**src/rtl/uart_pkg.sv**
```systemverilog
// uart_pkg: shared definitions for the parity-checked UART link.
//   - uart_state_e : transmitter state encoding (IDLE=0 .. STOP=4, 3 bits)
//   - FRAME_BITS   : bits per frame (start + 8 data + parity + stop)
//   - DATA_BITS    : payload width, fixed at 8 for link compatibility
//   - parity_even  : XOR reduction of one data byte
package uart_pkg;

   localparam int DATA_BITS  = 8;
   localparam int FRAME_BITS = 11;

   typedef enum logic [2:0] {
      IDLE   = 3'd0,
      START  = 3'd1,
      DATA   = 3'd2,
      PARITY = 3'd3,
      STOP   = 3'd4
   } uart_state_e;

   // Even parity of one byte: 1 when the byte has an odd number of ones.
   function automatic logic parity_even(input logic [7:0] data);
      return ^data;
   endfunction

endpackage

```
**src/rtl/uart_parity_gen.sv**
```systemverilog
// uart_parity_gen: combinational parity bit for one UART data byte.
// Shared by the transmit and receive ends of the link so both always agree.
// Build option: define UART_TX_PARITY_ODD_EN for odd parity (default is even).
// Ports:
//   data   in  8  byte to protect
//   parity out 1  parity bit to send / expect
module uart_parity_gen (
   input  logic [7:0] data,
   output logic       parity
);
   import uart_pkg::*;

`ifdef UART_TX_PARITY_ODD_EN
   assign parity = ~parity_even(data);
`else
   assign parity = parity_even(data);
`endif

endmodule

```
**src/rtl/uart_tx_parity.sv**
```systemverilog
// uart_tx_parity: UART transmitter, frame = start, 8 data bits LSB first,
// parity, stop. One byte is taken per tx_valid/tx_ready handshake.
// Build option: define UART_TX_PARITY_ODD_EN for odd parity (default is even).
// Ports:
//   clk       in   1  system clock, rising edge
//   rst       in   1  synchronous active-high reset (aborts a frame in flight)
//   tx_data   in   8  byte to send, captured on accept
//   tx_valid  in   1  send request
//   tx_ready  out  1  high only while idle
//   tx        out  1  serial line, idles high, driven from a flop
//   busy      out  1  high from the cycle after accept until the frame ends
//   done      out  1  one-cycle pulse in the last cycle of the stop bit
// All outputs are registered: each flop is loaded from the value the
// output must have in the state being entered.
module uart_tx_parity #(
   parameter int CLKS_PER_BIT = 16,
   parameter int DATA_BITS    = uart_pkg::DATA_BITS
) (
   input  logic                 clk,
   input  logic                 rst,
   input  logic [DATA_BITS-1:0] tx_data,
   input  logic                 tx_valid,
   output logic                 tx_ready,
   output logic                 tx,
   output logic                 busy,
   output logic                 done
);
   import uart_pkg::*;

   localparam int CNT_W = (CLKS_PER_BIT > 1) ? $clog2(CLKS_PER_BIT) : 1;
   localparam int IDX_W = $clog2(DATA_BITS);
   localparam logic [CNT_W-1:0] CNT_LAST = CNT_W'(CLKS_PER_BIT - 1);
   localparam logic [IDX_W-1:0] IDX_LAST = IDX_W'(DATA_BITS - 1);
   localparam logic [CNT_W-1:0] CNT_ZERO = {CNT_W{1'b0}};
   localparam logic [CNT_W-1:0] CNT_ONE  = CNT_W'(1);
   localparam logic [IDX_W-1:0] IDX_ZERO = {IDX_W{1'b0}};
   localparam logic [IDX_W-1:0] IDX_ONE  = IDX_W'(1);

   uart_state_e            state_r,  state_nxt_s;
   logic [CNT_W-1:0]       cnt_r,    cnt_nxt_s;
   logic [IDX_W-1:0]       idx_r,    idx_nxt_s;
   logic [DATA_BITS-1:0]   shift_r,  shift_nxt_s;
   logic                   par_r,    par_nxt_s;
   logic                   par_in_s;
   logic                   bit_end_s;
   logic                   tx_nxt_s;
   logic                   ready_nxt_s;
   logic                   busy_nxt_s;
   logic                   done_nxt_s;
   logic                   tx_r, ready_r, busy_r, done_r;

   uart_parity_gen u_parity (
      .data   (tx_data),
      .parity (par_in_s)
   );

   assign bit_end_s = (cnt_r == CNT_LAST);

   // Next-state logic: baud counting, bit sequencing and byte capture.
   always_comb begin
      state_nxt_s = state_r;
      cnt_nxt_s   = cnt_r;
      idx_nxt_s   = idx_r;
      shift_nxt_s = shift_r;
      par_nxt_s   = par_r;
      case (state_r)
         IDLE: begin
            cnt_nxt_s = CNT_ZERO;
            idx_nxt_s = IDX_ZERO;
            if (tx_valid) begin
               // tx_ready is high exactly in IDLE, so tx_valid here is an accept
               shift_nxt_s = tx_data;
               par_nxt_s   = par_in_s;
               state_nxt_s = START;
            end else begin
               state_nxt_s = IDLE;
            end
         end
         START: begin
            if (bit_end_s) begin
               cnt_nxt_s   = CNT_ZERO;
               state_nxt_s = DATA;
            end else begin
               cnt_nxt_s = cnt_r + CNT_ONE;
            end
         end
         DATA: begin
            if (bit_end_s) begin
               cnt_nxt_s   = CNT_ZERO;
               shift_nxt_s = {1'b0, shift_r[DATA_BITS-1:1]};
               if (idx_r == IDX_LAST) begin
                  idx_nxt_s   = IDX_ZERO;
                  state_nxt_s = PARITY;
               end else begin
                  idx_nxt_s = idx_r + IDX_ONE;
               end
            end else begin
               cnt_nxt_s = cnt_r + CNT_ONE;
            end
         end
         PARITY: begin
            if (bit_end_s) begin
               cnt_nxt_s   = CNT_ZERO;
               state_nxt_s = STOP;
            end else begin
               cnt_nxt_s = cnt_r + CNT_ONE;
            end
         end
         STOP: begin
            if (bit_end_s) begin
               cnt_nxt_s   = CNT_ZERO;
               state_nxt_s = IDLE;
            end else begin
               cnt_nxt_s = cnt_r + CNT_ONE;
            end
         end
         default: begin
            state_nxt_s = IDLE;
            cnt_nxt_s   = CNT_ZERO;
            idx_nxt_s   = IDX_ZERO;
         end
      endcase
   end

   // Output decode from the state being entered, so outputs can be registered.
   always_comb begin
      tx_nxt_s = 1'b1;
      case (state_nxt_s)
         IDLE:    tx_nxt_s = 1'b1;
         START:   tx_nxt_s = 1'b0;
         DATA:    tx_nxt_s = shift_nxt_s[0];
         PARITY:  tx_nxt_s = par_nxt_s;
         STOP:    tx_nxt_s = 1'b1;
         default: tx_nxt_s = 1'b1;
      endcase
      ready_nxt_s = (state_nxt_s == IDLE);
      busy_nxt_s  = (state_nxt_s != IDLE);
      // done lands in the cycle where STOP is on its final baud count
      done_nxt_s  = (state_nxt_s == STOP) && (cnt_nxt_s == CNT_LAST);
   end

   // State, datapath and output registers with synchronous reset.
   always_ff @(posedge clk) begin
      if (rst) begin
         state_r <= IDLE;
         cnt_r   <= CNT_ZERO;
         idx_r   <= IDX_ZERO;
         shift_r <= {DATA_BITS{1'b0}};
         par_r   <= 1'b0;
         tx_r    <= 1'b1;
         ready_r <= 1'b1;
         busy_r  <= 1'b0;
         done_r  <= 1'b0;
      end else begin
         state_r <= state_nxt_s;
         cnt_r   <= cnt_nxt_s;
         idx_r   <= idx_nxt_s;
         shift_r <= shift_nxt_s;
         par_r   <= par_nxt_s;
         tx_r    <= tx_nxt_s;
         ready_r <= ready_nxt_s;
         busy_r  <= busy_nxt_s;
         done_r  <= done_nxt_s;
      end
   end

   assign tx       = tx_r;
   assign tx_ready = ready_r;
   assign busy     = busy_r;
   assign done     = done_r;

endmodule

```
**config.mk**
```make
export PLATFORM = sky130hd
export DESIGN_NAME = uart_tx_parity
export DESIGN_NICKNAME = d
export VERILOG_FILES = /design/src/rtl/uart_pkg.sv /design/src/rtl/uart_parity_gen.sv /design/src/rtl/uart_tx_parity.sv
export SDC_FILE = /design/constraint.sdc
export NUM_CORES = 1
export LEC_CHECK = 0
export CAP_MARGIN = 10
export CORE_UTILIZATION = 27
export DETAILED_ROUTE_END_ITERATION = 10
export SLEW_MARGIN = 10
export SYNTH_ARGS = -nofsm -noshare
export SYNTH_HDL_FRONTEND = slang
export SYNTH_SLANG_ARGS = --single-unit
```
**constraint.sdc**
```tcl
create_clock -name clk -period 2.3 [get_ports clk]
set_input_delay 0.46 -clock clk [delete_from_list [all_inputs] [get_ports clk]]
set_output_delay 0.46 -clock clk [all_outputs]
set_load 0.05 [all_outputs]
```
# Word level (Yosys, flattened, before mapping)
# Cells that the tools add are included.
# totals
regBits,23
input_bits,11
output_inout_bits,4
elab_cells,54
# op_classes
addsub,2
eq_ne,13
mux,18
bitwise_logic,1
reduce_logical,10
# ops
op,n
two-way mux 3 bit,7
two-way mux 8 bit,2
case mux 8 bit (2 select lines),1
case mux 3 bit (5 select lines),1
"== test 3 x 2 -> 1 bit, second input constant",4
"== test 3 bit, second input constant",3
"== test 4 bit, second input constant",2
two-way mux 4 bit,2
parity 8 bit,1
"== test 3 x 1 -> 1 bit, second input constant",2
logical NOT 3 bit,2
case mux 3 bit (2 select lines),1
"adder 4 x 1 -> 4 bit, second input constant",1
"inequality test 2 bit, second input constant",2
OR reduction 4 bit,1
"adder 3 x 1 -> 3 bit, second input constant",1
two-way mux 1 bit,3
case mux 1 bit (3 select lines),1
AND reduction 3 bit,1
nonzero test 3 bit,1
OR reduction 3 bit,1
AND reduction 2 bit,1
nonzero test 2 bit,1
logical AND 1 bit,1
NOT 1 bit,1

# Longest topological paths before layout
# Gate-level depths: netlist (run 1).
# logic_depth
depth_word,6
ltp_mapped,6
ltp_nobuf,6

# By module
# Synthesis (run 1) repeated with hierarchy kept, for this count alone.
# unflattened
cells_unflattened,126
area_unflattened_um2,1137.3
# modules_own_cells
module,n_inst,cells_each,area_each_um2,seq_area_each_um2
uart_tx_parity,1,119,1076.0,460.4
uart_parity_gen,1,7,61.3,0.0

# Worst setup path before layout (run 1)
# Ideal clock, no wire load.
# synth_timing
path_kind,reg2reg
start,register cnt_r[0]
end,"register tx_r, in the netlist tx"
setup_ps,129
arrival_ps,1453
t_required_ps,2171
path_slack_ps,718
stages_incl_launch_ff,7
path_buffers,1
synth_period_minus_slack_ps,1582
cell_sequence,dfxtp_1 ha_1 and3_1 buf_6 o21ai_0 a2111oi_0 o21bai_1
# synth_via
elab_chain_cells,5
word_cells_on_any_way,12
classes_between,eq/ne (4); mux (8)
# synth_lines
element,line,text
from (decl),uart_tx_parity.sv:40,"logic [CNT_W-1:0] cnt_r, cnt_nxt_s;"
from (signal assigned),uart_tx_parity.sv:156,cnt_r <= cnt_nxt_s;
== test 4 bit (*),uart_tx_parity.sv:57,assign bit_end_s = (cnt_r == CNT_LAST);
two-way mux 3 bit (on tied branches),n/a,
case mux 3 bit (5 select lines),uart_tx_parity.sv:66,case (state_r)
== test 3 x 2 -> 1 bit or == test 3 x 1 -> 1 bit (tied branches),uart_tx_parity.sv:128,case (state_nxt_s)
case mux 1 bit (3 select lines) (*),uart_tx_parity.sv:128,
to (signal assigned),uart_tx_parity.sv:160,tx_r <= tx_nxt_s;
to (decl),uart_tx_parity.sv:50,"logic tx_r, ready_r, busy_r, done_r;"
# Every way passes the cells marked *; elsewhere a longest branch is shown, timed or not. The select of a mux whose other input is x is not followed.
# A chain may end at the register's enable or synchronous reset.

# Final worst setup path (run 1)
# Same ends and word-level chain as after synthesis.

==> results.md, run 1 <==
* Post-synth top area cell: dfxtp_1
* Hold_ws at 469 ps
* # IOs at 15
* Crit path launch type: register
* Fin nets at 158
* Syn Area/Cell at 8.82 um^2
* Count leader, synth: dfxtp_1
* Area after DPL at 0.00133 mm^2
* Horiz. Die Dim at 67.4 um
* Routed length per placed instance at 12.2 um
* Largest cells by area after synthesis: dfxtp_1 40%, xnor2_1 6.8%, a21oi_1 5.6%
* Final period utilization at 84.1%
* Setup_tns at 0 ps
* Synth Register Bits at 23
* H-tree lvl count at 1
* Vias in the first global route at 908
* Endpoints failing hold at 0
* DR pass1 iterations at 4
* Post-route minimum period at 1930 ps
* Cell Area, Synth at 0.00115 mm^2
* Clock transition at path regs at 80 ps
* YS warnings at 0
* Status: finished clean
* Initial antenna violation count at 0
* Fin area at 0.00137 mm^2
* Setup Fix Bufs, Post-CTS at 0
* Layout area overhead at 19.0%
* Initial Utilization at 28.5%
* Worst-Skew Late Latency at 270 ps
* Final GP Congestion at 0.840
* Ys flop type: dfxtp_1
* Total CTS buffers at 3
* Final setup fails at 0
* Synth unique cells at 40
* Layout cells sized above 1 at 6.99%
* Fmax at 0.517 GHz
* Hold WC Path Type: reg -> reg
* Crit path max fanout at 6
* # diodes at 0
* Relative slew slack at 64.0%
* Arr. time, crit path at 2090 ps
* First-pass GRT wire length at 4.02 mm
* Vias per cell at 5.17
* Mapped Nets at 145
* Max clock buf depth at 2
* Synth Instances at 131
* Core area at 0.00406 mm^2
* Drt total wl at 2.36 mm
* Clk_skew at 3.50 ps
* CP Class: reg -> reg
* Crit. End Element: register
* Leak at 0.469 nW
* CTS Root Cell: clkbuf_8
* DR vias at 997
* Max Cap Viol at 0
* ANT nets after route at 0
* Largest net degree at the start of global routing at 18
* Peak supply drop at 0.272 mV
* HPWL after DPL at 1.79 mm
* I/O Buffers at 14
* Fill count at 411
* Die area at 0.00454 mm^2
* Register area share after synthesis at 39.9%
* Least-Margin Pin Slew at 539 ps
* Congestion Overflow GR at 0
* P per Cell Area at 579 mW/mm^2
* Clock Sinks at 23
* Post_cts resized at 0
* Synth top cells by count: 23 x dfxtp_1, 13 x a21oi_1, 11 x nand2_1, 11 x nor2_1, 9 x xnor2_1
* Row count at 23
* Share of Yosys cell area claimed by the top area cell type at 39.9%
* DRC Markers at 0
* RSZ-0062 raised after global routing: no
* GRT Util Overall at 11.7%
* DR iter-0 viols at 29
* Asr flop ratio synth at 0%
* Post-synth EDFFs at 0
* CTS Hold Bufs at 0
* Max Slew Vio Count at 0
* Die height at 67.4 um
* CTS tree: yes
* Required time worst endpoint at 2450 ps
## critical path: stages (launching register included)
cell and delay, ps:
dfxtp_1 400, ha_1 290, and3_1 370, a311oi_1 170, a2111oi_0 470, o21bai_1 110
## state kept, by name (all words and copies together), names as in the netlist
| register | cells |
|---|---|
| tx_ready | 1 |
| cnt_r | 4 |
| done | 1 |
| tx | 1 |
| par_r | 1 |
| state_r | 3 |
| busy | 1 |
| shift_r | 8 |
| idx_r | 3 |
## layout make-up
class / count / area (um^2) / share of cell area (%)
inverter: 3 / 11.3 / 0.820
sequential: 23 / 460 / 33.5
multi-input combinational: 97 / 639 / 46.5
clock buffer: 4 / 45.0 / 3.28
tap: 50 / 62.6 / 4.55
timing repair buffer: 16 / 155 / 11.3
## cells in the final DEF, fill, tap and decap left out, types with 3 or more instances in the layout
cell type | Yosys | layout
nand3_1 | 6 | 6
a22oi_1 | 7 | 7
a21oi_1 | 13 | 13
clkdlybuf4s50_1 | 0 | 14
clkbuf_8 | 0 | 3
nor3_1 | 5 | 5
nor2_1 | 11 | 11
dfxtp_1 | 23 | 23
nand2_1 | 11 | 11
ha_1 | 3 | 3
inv_1 | 3 | 3
xnor2_1 | 9 | 9
## final timing paths
check                   from  cells after the start  slack [ps]         end
hold / removal    shift_r[6]                      2         470  shift_r[6]
hold reg to reg   shift_r[6]                      2         470  shift_r[6]
setup reg to reg    cnt_r[0]                      5         370          tx
setup / recovery    cnt_r[0]                      5         370          tx
## report_power, final
part / switching (mW) / total, mW / internal [mW]
Clock: 0.129 / 0.253 / 0.124
Combinational: 0.0577 / 0.115 / 0.0572
Sequential: 0.0125 / 0.427 / 0.415
## layer usage
layer | GRT usage (%) | part of all wire (%) | vias to the layer above
met5 | 0 | 0 | -
met4 | 5.85 | 2.2 | 0
met3 | 2.03 | 3.6 | 5
met2 | 20.0 | 49 | 22
met1 | 14.1 | 46 | 466
li1 | - | - | 504
## kinds of logic after synthesis
| group | Yosys count | share of synthesized area, % |
|---|---|---|
| compound gates | 36 | 21.9 |
| xor+xnor | 9 | 6.83 |
| flops | 23 | 39.9 |
| simple gates | 48 | 22.4 |
| mux | 1 | 0.975 |
| buf+inv | 11 | 4.77 |
| fa+ha+maj | 3 | 3.25 |
## stage by stage
stage	setup slack, ps	std cells	util (%)	power, mW
after global placement	300	189	32.7	0.549
after detailed placement	180	189	32.7	0.552
after global routing	155	193	33.9	0.833
after CTS	368	193	33.9	0.802
final	366	193	33.9	0.795
after floorplan	718	131	-	0.510
No activity file was read; power rests on OpenSTA's default activity.
==> run 2: changes to the inputs <==
==> constraint.sdc (replaced) <==
create_clock -name clk -period 1.8 [get_ports clk]
set_input_delay 0.36 -clock clk [delete_from_list [all_inputs] [get_ports clk]]
set_output_delay 0.36 -clock clk [all_outputs]
set_load 0.05 [all_outputs]
==> run 2 against run 1 <==
Compared with the run above:
- sequential power grew 28%
- sequential cell count is the same
- cell area rose by 2.9%
- first-iteration DRC count grew 100%
- critical path type unchanged
- routed wire length up 10%
- setup slack worse by 280 ps
- global-route usage grew 0.57 points
- count of clock-buffer cells in the layout unchanged
- register-to-register slack worse by 280 ps
- core utilization increased by 0.99 points
- via count up 1.9%
- non-clock buffer count up 5
==> results.md, run 2 (same netlist as run 1, synthesis figures left out) <==
* Final GP Congestion at 0.781 (-7.0%)
* Hold WC Path Type: reg -> reg
* Psw at 260 uW (+30%)
* Arr. time, crit path at 1900 ps (-190 ps)
* Final period utilization at 95.3% (+11 points)
* Area after DPL at 0.00136 mm^2 (+2.1%)
* Setup Fix Bufs, Post-CTS at 0 (unchanged)
* ANT nets after route at 0 (unchanged)
* Clock Power Share at 31.7% (about the same)
* Combinational Power Share at 14.8% (+0.4 points)
* Post_cts resized at 1 (+1)
* Largest registers: shift_r (8), cnt_r (4)
* Die area at 0.00454 mm^2 (unchanged)
* Commonest non-fill, non-tap cell in the layout: dfxtp_1
* HPWL after DPL at 1.85 mm (+3.6%)
* Clock Sinks at 23 (unchanged)
* Clk_skew at 4.39 ps (+0.890 ps)
* Leak at 0.497 nW (+6.1%)
* Vias in the first global route at 889 (-2.1%)
* Sequential Power Share at 53.5% (-0.2 points)
* RSZ-0062 raised after global routing: no
* Status: finished clean
* Layout area overhead at 22.4%
* Max FFs per register at 8 (unchanged)
* Fmax at 0.583 GHz (+13%)
* GRT Util Overall at 12.3% (+0.57 points)
* Setup_tns at 0 ps (unchanged)
* Initial antenna violation count at 0 (unchanged)
* Routed length per placed instance at 13.1 um (+7.2%)
* Fin nets at 163 (+3.2%)
* Congestion Overflow GR at 0 (unchanged)
* DR iter-0 viols at 59 (+100%)
* CTS tree: yes
* Core area at 0.00406 mm^2 (unchanged)
* Endpoints failing hold at 0 (unchanged)
* H-tree lvl count at 1 (unchanged)
* # diodes at 0 (unchanged)
* Initial Utilization at 28.5% (unchanged)
* Final setup fails at 0 (unchanged)
* Crit path launch type: register
* Final core occ at 34.8% (+0.99 points)
* Peak supply drop at 0.466 mV (+71%)
* Reg2Reg Launch Point: cnt_r[0]
* Internal power at 763 uW (+28%)
* P per Cell Area at 724 mW/mm^2 (+25%)
* Register with the most flip-flops: shift_r
* CTS Hold Bufs at 0 (unchanged)
* DR vias at 1016 (+1.9%)
* Worst-Skew Late Latency at 270 ps (about the same)
* Drt total wl at 2.59 mm (+10%)
* Sw Ratio at 25.4% (+0.28 points)
* Hold_ws at 468 ps (-1.74 ps)
* Max Cap Viol at 0 (unchanged)
* Horiz. Die Dim at 67.4 um (unchanged)
* DRC Markers at 0 (unchanged)
* HP Start: shift_r[6]
* Layout cells sized above 1 at 14.2% (+7.2 points)
* I/O Buffers at 14 (unchanged)
* Clock transition at path regs at 80 ps (about the same)
* Max clock buf depth at 2 (unchanged)
* CTS Root Cell: clkbuf_8
* Largest net degree at the start of global routing at 16 (-2)
* Fin area at 0.00141 mm^2 (+2.9%)
* Total CTS buffers at 3 (unchanged)
* Commonest non-fill, non-tap cells in the layout: 23 x dfxtp_1, 13 x a21oi_1, 11 x nand2_1, 11 x nor2_1, 11 x buf_4
* Relative slew slack at 72.4% (+8.4 points)
* Power Total at 1.02 mW (+29%)
* Place WS at -144 ps (-324 ps)
* CP Class: reg -> reg
* Dpl cells at 194 (+2.6%)
* Fin cells at 198 (+2.6%)
* DR pass1 iterations at 4 (unchanged)
* Post-route minimum period at 1710 ps (-219 ps)
* Required time worst endpoint at 1990 ps (-460 ps)
* Crit. End Element: register
* First-pass GRT wire length at 4.06 mm (+1.2%)
* Die height at 67.4 um (unchanged)
* Vias per cell at 5.13 (-0.67%)
* CP Launch Point: cnt_r[0]
* Least-Margin Pin Slew at 413 ps (-126 ps)
* Row count at 23 (unchanged)
* Max Slew Vio Count at 0 (unchanged)
* Setup WS post-layout at 85.2 ps (-281 ps)
* Crit path max fanout at 5 (-1)
* # IOs at 15 (unchanged)
-- run 2: power by group through the flow --
stage / clock (mW) / sequential [mW] / combinational, mW
2_1_floorplan: 0 / 0.567 / 0.0840
3_3_place_gp: 0 / 0.557 / 0.148
4_1_cts: 0.337 / 0.546 / 0.151
3_5_place_dp: 0 / 0.558 / 0.151
6_report: 0.324 / 0.547 / 0.152
5_1_grt: 0.359 / 0.549 / 0.165
-- run 2: worst max-delay path: stages, from the launching register on --
cell,delay (ps)
dfxtp_1,420
ha_1,220
buf_4,150
and4_1,290
nand2_1,80
mux2_2,290
nor3_1,200
-- run 2: layer usage --
metal	global-route usage, %	wire [um]	part of all wire, %	up-vias
met4	6.91	40	1.5	0
met5	0	0	0	-
li1	-	-	-	513
met2	20.1	1300	50	26
met1	14.5	1170	45	473
met3	3.21	81	3.1	4
-- run 2: final cells by class --
cell class              count  area (um^2)
clock buffers               4         45.0
fillers                   403         2640
inverters                   3         11.3
multi-input cells          97          652
flip-flops and latches     23          460
well taps                  50         62.6
repair buffers             21          183
-- run 2: worst paths after layout --
| kind | to | slack, ps | depth (start not counted) |
|---|---|---|---|
| hold / removal | shift_r[6] | 470 | 2 |
| setup / recovery | done | 90 | 6 |
| hold reg to reg | shift_r[6] | 470 | 2 |
| setup reg to reg | done | 90 | 6 |
==> run 3: changes to the inputs <==
--- a/config.mk
+++ b/config.mk
@@ -8,7 +8,8 @@
 export CAP_MARGIN = 10
 export CORE_UTILIZATION = 27
 export DETAILED_ROUTE_END_ITERATION = 10
-export SLEW_MARGIN = 10
+export SLEW_MARGIN = 5
 export SYNTH_ARGS = -nofsm -noshare
 export SYNTH_HDL_FRONTEND = slang
+export SYNTH_HIERARCHICAL = 1
 export SYNTH_SLANG_ARGS = --single-unit
==> run 3 against run 2 <==
Compared with the run above:
- critical path depth down 1
- die area down 1.5%
- register-to-register slack better by 20 ps
- synthesized cell count down 3.8%
- sequential share of layout area down 0.65 points
- global-route usage up 0.55 points
- worst hold slack worse by 7.0 ps
- maximum frequency down 2.8%
- setup slack worse by 49 ps
- non-clock buffer count up 2
- largest cell class unchanged
- largest power group unchanged
==> results.md, run 3 <==
* Hold path cells at 2 (unchanged)
* DR vias at 985 (-3.1%)
* Mapped Nets at 140 (-3.4%)
* Total CTS buffers at 3 (unchanged)
* Post-route minimum period at 1760 ps (+49.0 ps)
* Commonest non-fill, non-tap cell in the layout: dfxtp_1
* H-tree lvl count at 1 (unchanged)
* Compound-Gate Fraction of Synth Area at 20.6% (-1.3 points)
* First-pass GRT wire length at 4.26 mm (+4.7%)
* Cell Area, Synth at 0.00114 mm^2 (-1.5%)
* Crit. End Element: register
* Post-synthesis simple-gate area fraction at 22.7% (+0.24 points)
* Layout area overhead at 26.8%
* Hold WC Path Type: reg -> reg
* Ys flop type: dfxtp_1
* Slowest CP cell: clkdlybuf4s50_1
* RSZ-0062 raised after global routing: yes
* Synth unique cells at 42 (+5.0%)
* YS warnings at 6 (+6)
* Die height at 66.9 um (-0.74%)
* CTS Root Cell: clkbuf_8
* Share of Yosys cell area claimed by the top area cell type at 40.5% (+0.61 points)
* Synth Area in XOR/XNOR at 6.16% (-0.66 points)
* Reg2reg path depth at 5 (-1)
* Synth top cells by count: 23 x dfxtp_1, 12 x a21oi_1, 10 x nand2_1, 10 x nor2_1
* Final GP Congestion at 0.768 (-1.6%)
* Worst-Skew Late Latency at 270 ps (about the same)
* CP Class: in -> reg
* Layout cells sized above 1 at 19.2% (+5.0 points)
* Slowest stage delay, CP at 490 ps (+70 ps)
* CTS tree: yes
* Max FFs per register at 8 (unchanged)
* Largest net degree at the start of global routing at 18 (+2)
* Max Cap Viol at 0 (unchanged)
* Vias per cell at 5.03 (-2.1%)
* Drt total wl at 2.52 mm (-2.9%)
* I/O Buffers at 14 (unchanged)
* DR iter-0 viols at 48 (-19%)
* Clk_skew at 8.45 ps (+4.05 ps)
* Synth Register Bits at 23 (unchanged)
* Register with the most flip-flops: shift_r
* Cell Chain, Critical Path: clkdlybuf4s50_1 > nor4b_4 > mux2_4 > a2111oi_4 > o21bai_1
* Fmax at 0.567 GHz (-2.8%)
* Final core occ at 35.8% (+0.96 points)
* Largest cells by area after synthesis: dfxtp_1 40%, a21oi_1 5.3%, xnor2_1 4.6%
* Register area share after synthesis at 40.5% (+0.61 points)
* P per Cell Area at 724 mW/mm^2 (about the same)
* ANT nets after route at 0 (unchanged)
* Final setup fails at 0 (unchanged)
* # diodes at 0 (unchanged)
* GRT Util Overall at 12.8% (+0.55 points)
* Horiz. Die Dim at 66.9 um (-0.74%)
* HPWL after DPL at 1.86 mm (+0.47%)
* Fin area at 0.00144 mm^2 (+2.0%)
* Syn Area/Cell at 9.03 um^2 (+2.4%)
* Peak supply drop at 0.215 mV (-54%)
* Vias in the first global route at 974 (+9.6%)
* Relative slew slack at 63.1% (-9.3 points)
* Initial Utilization at 28.2% (-0.23 points)
* Row count at 23 (unchanged)
* Largest registers: shift_r (8), cnt_r (4)
* Count leader, synth: dfxtp_1
* Clock transition at path regs at 80 ps (about the same)
* Initial antenna violation count at 0 (unchanged)
* Hold_ws at 461 ps (-7.00 ps)
* Synth Instances at 126 (-3.8%)
* Status: finished clean
* Endpoints failing hold at 0 (unchanged)
* Post-synthesis adder-cell area fraction at 3.30% (+0.050 points)
* Least-Margin Pin Slew at 550 ps (+137 ps)
* Congestion Overflow GR at 0 (unchanged)
* Routed length per placed instance at 12.8 um (-1.9%)
* Core area at 0.00403 mm^2 (-0.71%)
* Crit path max fanout at 2 (-3)
* Arr. time, crit path at 1930 ps (+30 ps)
* Post-synth EDFFs at 0 (unchanged)
* Fin nets at 161 (-1.2%)
* Required time worst endpoint at 1960 ps (-30 ps)
* Final period utilization at 98.0% (+2.7 points)
* Crit path launch type: input port
* Clock Sinks at 23 (unchanged)
* Mux contribution to synthesized area at 2.31% (+1.3 points)
* # IOs at 15 (unchanged)
* Max Slew Vio Count at 0 (unchanged)
* DR pass1 iterations at 4 (unchanged)
* Commonest non-fill, non-tap cells in the layout: 23 x dfxtp_1, 13 x buf_4, 12 x a21oi_1, 10 x nand2_1, 9 x nor2_1
* Die area at 0.00448 mm^2 (-1.5%)
* DRC Markers at 0 (unchanged)
* Combinational family with the most area after synthesis: simple AND/OR/NAND/NOR gates
* Asr flop ratio synth at 0% (unchanged)
* Area after DPL at 0.00136 mm^2 (about the same)
* Leak at 0.567 nW (+14%)
* Max clock buf depth at 2 (unchanged)
* Post-synth top area cell: dfxtp_1
* CTS Hold Bufs at 0 (unchanged)
-- run 3: layout make-up --
type | count | area, um^2
inverters | 3 | 11.3
well taps | 50 | 62.6
clock buffers | 3 | 41.3
clock inverters | 1 | 5.00
repair buffers | 23 | 188
fillers | 431 | 2590
flip-flops and latches | 23 | 460
multi-input cells | 93 | 674
-- run 3: where the power goes --
part,leakage (nW),internal [mW],switching [mW],total (mW)
Combinational,0.354,0.0856,0.0908,0.176
Sequential,0.188,0.531,0.0112,0.542
Clock,0.0255,0.155,0.171,0.326
Total,0.567,0.771,0.273,1.04
-- run 3: worst paths after layout --
| path | startpoint | end | slack, ps |
|---|---|---|---|
| max | tx_valid | tx | 40 |
| min | shift_r[1] | shift_r[1] | 460 |
| max reg2reg | cnt_r[0] | tx | 110 |
| min reg2reg | shift_r[1] | shift_r[1] | 460 |
-- run 3: logic make-up (layout without fill, tap and decap cells) --
family,after synthesis,in the layout
simple gates,45,45
compound gates,35,35
flops,23,23
buf+inv,10,30
xor+xnor,8,8
fa+ha+maj,3,3
mux,2,2
-- run 3: what timing repair did --
item,in CTS,in global routing
setup endpoints to repair,1,6
pin swaps,6,0
resized for setup,12,4
setup buffers,0,0
-- run 3: layer usage --
layer	global-route usage (%)	wire length (um)
met4	7.18	48
met2	20.8	1230
met1	14.8	1170
met5	0	0
met3	3.94	66
-- run 3: worst max-delay path: cells and delay by family --
kind                   cells  cell delay, ps
muxes                      1             360
buffers and inverters      1             490
and+or+nand+nor            1             280
AOI/OAI and AO/OA          2             440
-- run 3: through the flow --
step	instances	total power [mW]	setup slack [ps]	setup TNS (ps)
after detailed placement	192	0.725	-484	-626
after global placement	192	0.721	-393	-433
final	196	1.04	36.2	0
after floorplan	126	0.661	42.1	0
after global routing	196	1.10	-16.2	-16.2
after CTS	196	1.06	38.0	0
